### src/rtl/sap_pkg.sv
// Shared definitions for the program-memory loader: memory geometry and FSM encoding.
package sap_pkg;

  localparam int PROM_DEPTH = 16;
  localparam int PROM_AW    = 4;
  localparam int PROM_DW    = 8;

  // Loader FSM encoding
  typedef enum logic [2:0] {
    ST_IDLE   = 3'd0,
    ST_LOAD   = 3'd1,
    ST_WRITE  = 3'd2,
    ST_VERIFY = 3'd3,
    ST_DONE   = 3'd4,
    ST_ERROR  = 3'd5
  } state_e;

  // A session is in flight while bytes are being taken, written or read back
  function automatic logic is_busy(input state_e s);
    return (s == ST_LOAD) || (s == ST_WRITE) || (s == ST_VERIFY);
  endfunction

  // States in which a start pulse opens a new session
  function automatic logic accepts_start(input state_e s);
    return (s == ST_IDLE) || (s == ST_DONE) || (s == ST_ERROR);
  endfunction

endpackage

### src/rtl/sum8_acc.sv
// Modular accumulator: synchronous clear has priority over accumulate.
module sum8_acc
  import sap_pkg::*;
#(
  parameter int DW = PROM_DW
) (
  input  logic          clk,
  input  logic          rst,
  input  logic          clr_i,
  input  logic          en_i,
  input  logic [DW-1:0] add_i,
  output logic [DW-1:0] sum_o
);

  logic [DW-1:0] sum_q;
  logic [DW-1:0] sum_d;

  // Next sum: clear, add (wrapping mod 2^DW) or hold
  always_comb begin
    sum_d = sum_q;
    if (clr_i) begin
      sum_d = '0;
    end else if (en_i) begin
      sum_d = sum_q + add_i;
    end
  end

  // Sum register
  always_ff @(posedge clk or posedge rst) begin
    if (rst) begin
      sum_q <= '0;
    end else begin
      sum_q <= sum_d;
    end
  end

  assign sum_o = sum_q;

endmodule

### src/rtl/prom16_loader.sv
// Program-loader front end: takes DEPTH bytes over valid/ready, writes them into the
// program memory, reads everything back and grants the memory to the CPU only when the
// read-back checksum matches the written one.
//
//  state  | meaning
//  IDLE   | after reset; memory untouched, waiting for start
//  LOAD   | byte_ready high, waiting for the next byte
//  WRITE  | one-cycle write strobe for the accepted byte
//  VERIFY | DEPTH+1 cycles: read addresses 0..DEPTH-1, then compare sums
//  DONE   | checksum matched; memory released to the CPU
//  ERROR  | checksum mismatch
module prom16_loader
  import sap_pkg::*;
#(
  parameter int DEPTH = PROM_DEPTH,
  parameter int AW    = PROM_AW,
  parameter int DW    = PROM_DW
) (
  input  logic          clk,
  input  logic          clr,
  input  logic          start,
  input  logic [DW-1:0] byte_in,
  input  logic          byte_valid,
  output logic          byte_ready,
  output logic [DW-1:0] prom_data,
  output logic [AW-1:0] prom_addr,
  output logic          prom_low_load,
  output logic          prom_low_o_en,
  input  logic [DW-1:0] prom_rd_data,
  output logic          busy,
  output logic          done,
  output logic          err,
  output logic          cpu_grant
);

  localparam int            PTR_LAST_I  = DEPTH - 1;
  localparam logic [AW-1:0] PTR_LAST    = PTR_LAST_I[AW-1:0];
  // The verify counter needs one extra bit: it runs 0..DEPTH, the last step being the compare
  localparam logic [AW:0]   VCNT_LAST   = DEPTH[AW:0];
  localparam logic [AW:0]   VCNT_PENULT = VCNT_LAST - 1'b1;

  state_e        state_q, state_d;
  logic [AW-1:0] ptr_q, ptr_d;
  logic [AW:0]   vcnt_q, vcnt_d;
  logic [AW-1:0] addr_q, addr_d;
  logic [DW-1:0] data_q, data_d;
  logic          ld_n_q, ld_n_d;
  logic          oe_n_q, oe_n_d;
  logic          ready_q, ready_d;
  logic          busy_q, busy_d;
  logic          done_q, done_d;
  logic          err_q, err_d;

  logic          sum_clr;
  logic          wsum_en;
  logic          rsum_en;
  logic [DW-1:0] wsum;
  logic [DW-1:0] rsum;

  // Checksum of the bytes accepted from the programmer
  sum8_acc #(.DW(DW)) u_wsum (
    .clk   (clk),
    .rst   (clr),
    .clr_i (sum_clr),
    .en_i  (wsum_en),
    .add_i (data_d),
    .sum_o (wsum)
  );

  // Checksum of the bytes read back from the memory
  sum8_acc #(.DW(DW)) u_rsum (
    .clk   (clk),
    .rst   (clr),
    .clr_i (sum_clr),
    .en_i  (rsum_en),
    .add_i (prom_rd_data),
    .sum_o (rsum)
  );

  // Next state, pointers and memory-side controls; strobes default to inactive
  always_comb begin
    state_d = state_q;
    ptr_d   = ptr_q;
    vcnt_d  = vcnt_q;
    addr_d  = addr_q;
    data_d  = data_q;
    ld_n_d  = 1'b1;
    oe_n_d  = 1'b1;
    sum_clr = 1'b0;
    wsum_en = 1'b0;
    rsum_en = 1'b0;

    unique case (state_q)
      ST_IDLE, ST_DONE, ST_ERROR: begin
        if (start && accepts_start(state_q)) begin
          state_d = ST_LOAD;
          ptr_d   = '0;
          vcnt_d  = '0;
          sum_clr = 1'b1;
        end
      end

      ST_LOAD: begin
        if (byte_valid && ready_q) begin
          addr_d  = ptr_q;
          data_d  = byte_in;
          ld_n_d  = 1'b0;
          wsum_en = 1'b1;
          state_d = ST_WRITE;
        end
      end

      ST_WRITE: begin
        // The memory captures the byte on the edge that leaves this state
        if (ptr_q == PTR_LAST) begin
          ptr_d   = '0;
          vcnt_d  = '0;
          addr_d  = '0;
          oe_n_d  = 1'b0;
          state_d = ST_VERIFY;
        end else begin
          ptr_d   = ptr_q + 1'b1;
          state_d = ST_LOAD;
        end
      end

      ST_VERIFY: begin
        if (vcnt_q == VCNT_LAST) begin
          // All DEPTH read-backs are in rsum; release the read enable and decide
          state_d = (rsum == wsum) ? ST_DONE : ST_ERROR;
        end else begin
          // Read data is combinational from the address, so it is folded in on this edge
          oe_n_d  = 1'b0;
          rsum_en = 1'b1;
          vcnt_d  = vcnt_q + 1'b1;
          if (vcnt_q != VCNT_PENULT) begin
            addr_d = addr_q + 1'b1;
          end
        end
      end

      default: begin
        state_d = ST_IDLE;
      end
    endcase
  end

  // Status outputs are registered, so they are decoded from the upcoming state
  always_comb begin
    ready_d = (state_d == ST_LOAD);
    busy_d  = is_busy(state_d);
    done_d  = (state_d == ST_DONE);
    err_d   = (state_d == ST_ERROR);
  end

  // State and output registers
  always_ff @(posedge clk or posedge clr) begin
    if (clr) begin
      state_q <= ST_IDLE;
      ptr_q   <= '0;
      vcnt_q  <= '0;
      addr_q  <= '0;
      data_q  <= '0;
      ld_n_q  <= 1'b1;
      oe_n_q  <= 1'b1;
      ready_q <= 1'b0;
      busy_q  <= 1'b0;
      done_q  <= 1'b0;
      err_q   <= 1'b0;
    end else begin
      state_q <= state_d;
      ptr_q   <= ptr_d;
      vcnt_q  <= vcnt_d;
      addr_q  <= addr_d;
      data_q  <= data_d;
      ld_n_q  <= ld_n_d;
      oe_n_q  <= oe_n_d;
      ready_q <= ready_d;
      busy_q  <= busy_d;
      done_q  <= done_d;
      err_q   <= err_d;
    end
  end

  assign byte_ready    = ready_q;
  assign prom_data     = data_q;
  assign prom_addr     = addr_q;
  assign prom_low_load = ld_n_q;
  assign prom_low_o_en = oe_n_q;
  assign busy          = busy_q;
  assign done          = done_q;
  assign err           = err_q;
  assign cpu_grant     = done_q;

endmodule
### config.mk
export PLATFORM = sky130hd
export DESIGN_NAME = prom16_loader
export DESIGN_NICKNAME = d
export VERILOG_FILES = /design/src/rtl/sap_pkg.sv /design/src/rtl/sum8_acc.sv /design/src/rtl/prom16_loader.sv
export SDC_FILE = /design/constraint.sdc
export NUM_CORES = 1
export LEC_CHECK = 0
export CORE_MARGIN = 2
export CORE_UTILIZATION = 54
export DETAILED_ROUTE_END_ITERATION = 16
export PLACE_DENSITY = 0.79
export SETUP_SLACK_MARGIN = 0.4
export SYNTH_ARGS = -nofsm -noshare
export SYNTH_HDL_FRONTEND = slang
export SYNTH_SLANG_ARGS = --single-unit
### constraint.sdc
create_clock -name clk -period 3.8 [get_ports clk]
set_clock_uncertainty 0.2 [all_clocks]
set_input_delay 0.57 -clock clk [delete_from_list [all_inputs] [get_ports clk]]
set_output_delay 0.57 -clock clk [all_outputs]
set_load 0.01 [all_outputs]
==> impl_metrics.env <==
export IMPL_status="finished, final reports clean"
export IMPL_synthTopCellsByArea="dfrtp_1, ha_1, nand2_1, o21ai_0, xnor2_1"
export IMPL_drc=0
export IMPL_synth_fp_nets=332
export IMPL_via_count_of_the_first_global_routing_pass=2078
export IMPL_synth_edf_count=0
export IMPL_antenna_violating_nets_post_route=0
export IMPL_routedWlPerCell_um=13.7
export IMPL_placement_io_buffers=38
export IMPL_nNetsFinal=370
export IMPL_worstPathMaxFanout=16
export IMPL_syn_avg_cell_area_um2=9.30
export IMPL_final_common_cell="nand2_1"
export IMPL_uppermost_layer_routed="met4"
export IMPL_cells_after_synthesis=291
export IMPL_avgViaCountPerCell=5.42
export IMPL_io_pins=39
export IMPL_wl_met1_um=2490
export IMPL_synthesized_flop_and_latch_total=46
export IMPL_mostFrequentLayoutCells="nand2_1, dfrtp_1, clkdlybuf4s50_1, o21ai_0, ha_1"
export IMPL_cts_tree="built"
export IMPL_chipWidth_um=74.8
export IMPL_critPathKind="primary input to register"
export IMPL_hold_path_class="register to register"
export IMPL_grt_setup_unrepaired="false"
export IMPL_synthToLayoutAreaGrowth_pct=19.2
export IMPL_grt_usage_pct=21.5
export IMPL_cts_sinks=46
export IMPL_mappedNetlistArea_um2=2710
export IMPL_die_area_um2=5590
export IMPL_clk_path_buf_depth=2
export IMPL_detailed_route_wirelength_on_metal3_um=218
export IMPL_initial_antenna_violation_count=0
export IMPL_post_route_cells_drive_above_1_share_pct=8.18
export IMPL_report_final_setup_viol=0
export IMPL_global_route_overflow_total=0
export IMPL_grt_start_max_net_pins=47
export IMPL_fin_crit_sh_pct=82.4
export IMPL_cts_clk_slew_worst_paths_ns=0.10
export IMPL_fmax_ghz=0.319
export IMPL_die_height_um=74.8
export IMPL_leakagePower_nw=1.44
export IMPL_insertedDiodeCount=0
export IMPL_ff2ff_setup_slack_ns=0.72
export IMPL_ys_warnings_count=0
export IMPL_power_density_nw_per_um2=737
export IMPL_power_mw=2.38
export IMPL_max_cap_viol_count=0
export IMPL_finalSetupTns_ns=0
export IMPL_r2r_worst_path_cells=12
export IMPL_worstSetupStartpointType="primary input"
export IMPL_route_vias_total=2153
export IMPL_timing_final_crit_period_ns=3.13
export IMPL_timing_max_slew_rel_slack_pct=36.9
export IMPL_wp_data_required_ns=3.83
export IMPL_detailroute_wirelength_met2_um=2680
export IMPL_detailedRoute_firstIterationViolations=117
export IMPL_arrival_ns=3.16
export IMPL_placement_setup_worst_slack_ns=0.267
export IMPL_slew_worst_pin_ns=0.945
export IMPL_synthArstFlopShare_pct=100
export IMPL_cp_capture_type="register"
export IMPL_postCtsSetupBuffers=0
export IMPL_synth_ff_type="dfrtp_1"
export IMPL_dp_final_hpwl_um=4060
export IMPL_dr_pass1_iters=4
export IMPL_synth_sequential_area_ratio_pct=42.6
export IMPL_netlist_cell_type_count=53
export IMPL_netlist_area_leader_share_pct=40.7
export IMPL_finalMaxSlewViolations=0
export IMPL_cts_root_buf="clkbuf_8"
export IMPL_post_synth_top_area_cell="dfrtp_1"
export IMPL_core_region_area_um2=4790
export IMPL_cts_hold_buffers_added=0
export IMPL_floorplan_rows=25
export IMPL_final_hold_violation_count=0
export IMPL_min_path_cells=2
export IMPL_worst_slack_ns=0.667
export IMPL_gpl_final_weighted_congestion=0.865
export IMPL_start_util_pct=56.5
export IMPL_cts_buffers=5
export IMPL_worst_vdd_ir_mv=0.403
export IMPL_postCtsResizedCells=0
export IMPL_htree_num_levels=2
export IMPL_insertion_delay_ns=0.30
export IMPL_detail_route_wirelength_um=5430
export IMPL_grt_first_pass_wirelength_um=9200
final cells by class:
| type | instances | area, um^2 |
|---|---|---|
| multi-input cells | 220 | 1440 |
| well taps | 67 | 83.8 |
| clock inverters | 3 | 23.8 |
| fillers | 403 | 1560 |
| clock buffers | 5 | 68.8 |
| repair buffers | 39 | 388 |
| flip-flops and latches | 46 | 1150 |
| inverters | 17 | 66.3 |
sequential cells by signal, summed over array words and instances (netlist names), 3 cells and up:
signal        cells
prom_data         8
u_rsum.sum_o      8
u_wsum.sum_o      8
vcnt_q            5
prom_addr         4
ptr_q             4
state_q           3
critical path: stages:
cell and delay (ns):
clkdlybuf4s50_1 0.51, nand3_2 0.13, nor2_4 0.13, inv_4 0.10, mux2i_1 0.25, inv_1 0.09, ha_1 0.28, nand3_1 0.12
a211oi_2 0.27, nor3_1 0.10, or4b_1 0.51, o211ai_1 0.09
cells by family (layout without fill, tap and decap cells):
kind of cell | Yosys count | count (layout) | share of synthesized area (%)
multiplexers | 1 | 1 | 0.370
adder cells (fa/ha/maj) | 21 | 21 | 10.3
AND/OR/NAND/NOR | 111 | 111 | 21.0
AO/OA/AOI/OAI | 71 | 71 | 16.3
XOR/XNOR | 16 | 16 | 5.18
flip-flops | 46 | 46 | 42.6
buffers and inverters | 25 | 64 | 4.30
cells in the mapped netlist, types with 5 or more instances:
master / n
ha_1: 19
xnor2_1: 14
inv_1: 16
nor2_1: 9
nand3_1: 5
o21ai_0: 25
dfrtp_1: 44
o21ai_1: 7
nand4_1: 5
a21oi_1: 16
nand2_1: 59
through the flow:
stage               area (um^2)  util (%)  instances  hold WS [ns]
floorplan                  2710         -        291         0.272
global placement           3130      65.3        389         0.267
detailed placement         3130      65.3        389         0.270
CTS                        3220      67.2        397         0.294
global route               3230      67.4        397         0.319
finish                     3230      67.4        397         0.294
report_power, final:
group          switching (mW)  internal [mW]  total [mW]
Clock                   0.178          0.132       0.310
Sequential              0.192          0.673       0.864
Combinational           0.642          0.560        1.20
Total                    1.01           1.36        2.38
path summary, 6_finish.rpt:
path | to | from
min in group asynchronous | prom_data[2] | clr
max reg2reg | u_wsum.sum_o[7] | state_q[0]
min reg2reg | prom_data[7] | prom_data[7]
max in group asynchronous | state_q[0] | clr
min | prom_data[7] | prom_data[7]
max | u_wsum.sum_o[7] | byte_valid
metal layers:
metal | vias up | global-route usage, %
met2 | 49 | 37.0
met1 | 1014 | 28.3
li1 | 1085 | -
met5 | - | 0
met3 | 5 | 4.02
met4 | 0 | 5.16
Power figures use the tool's default switching activity.
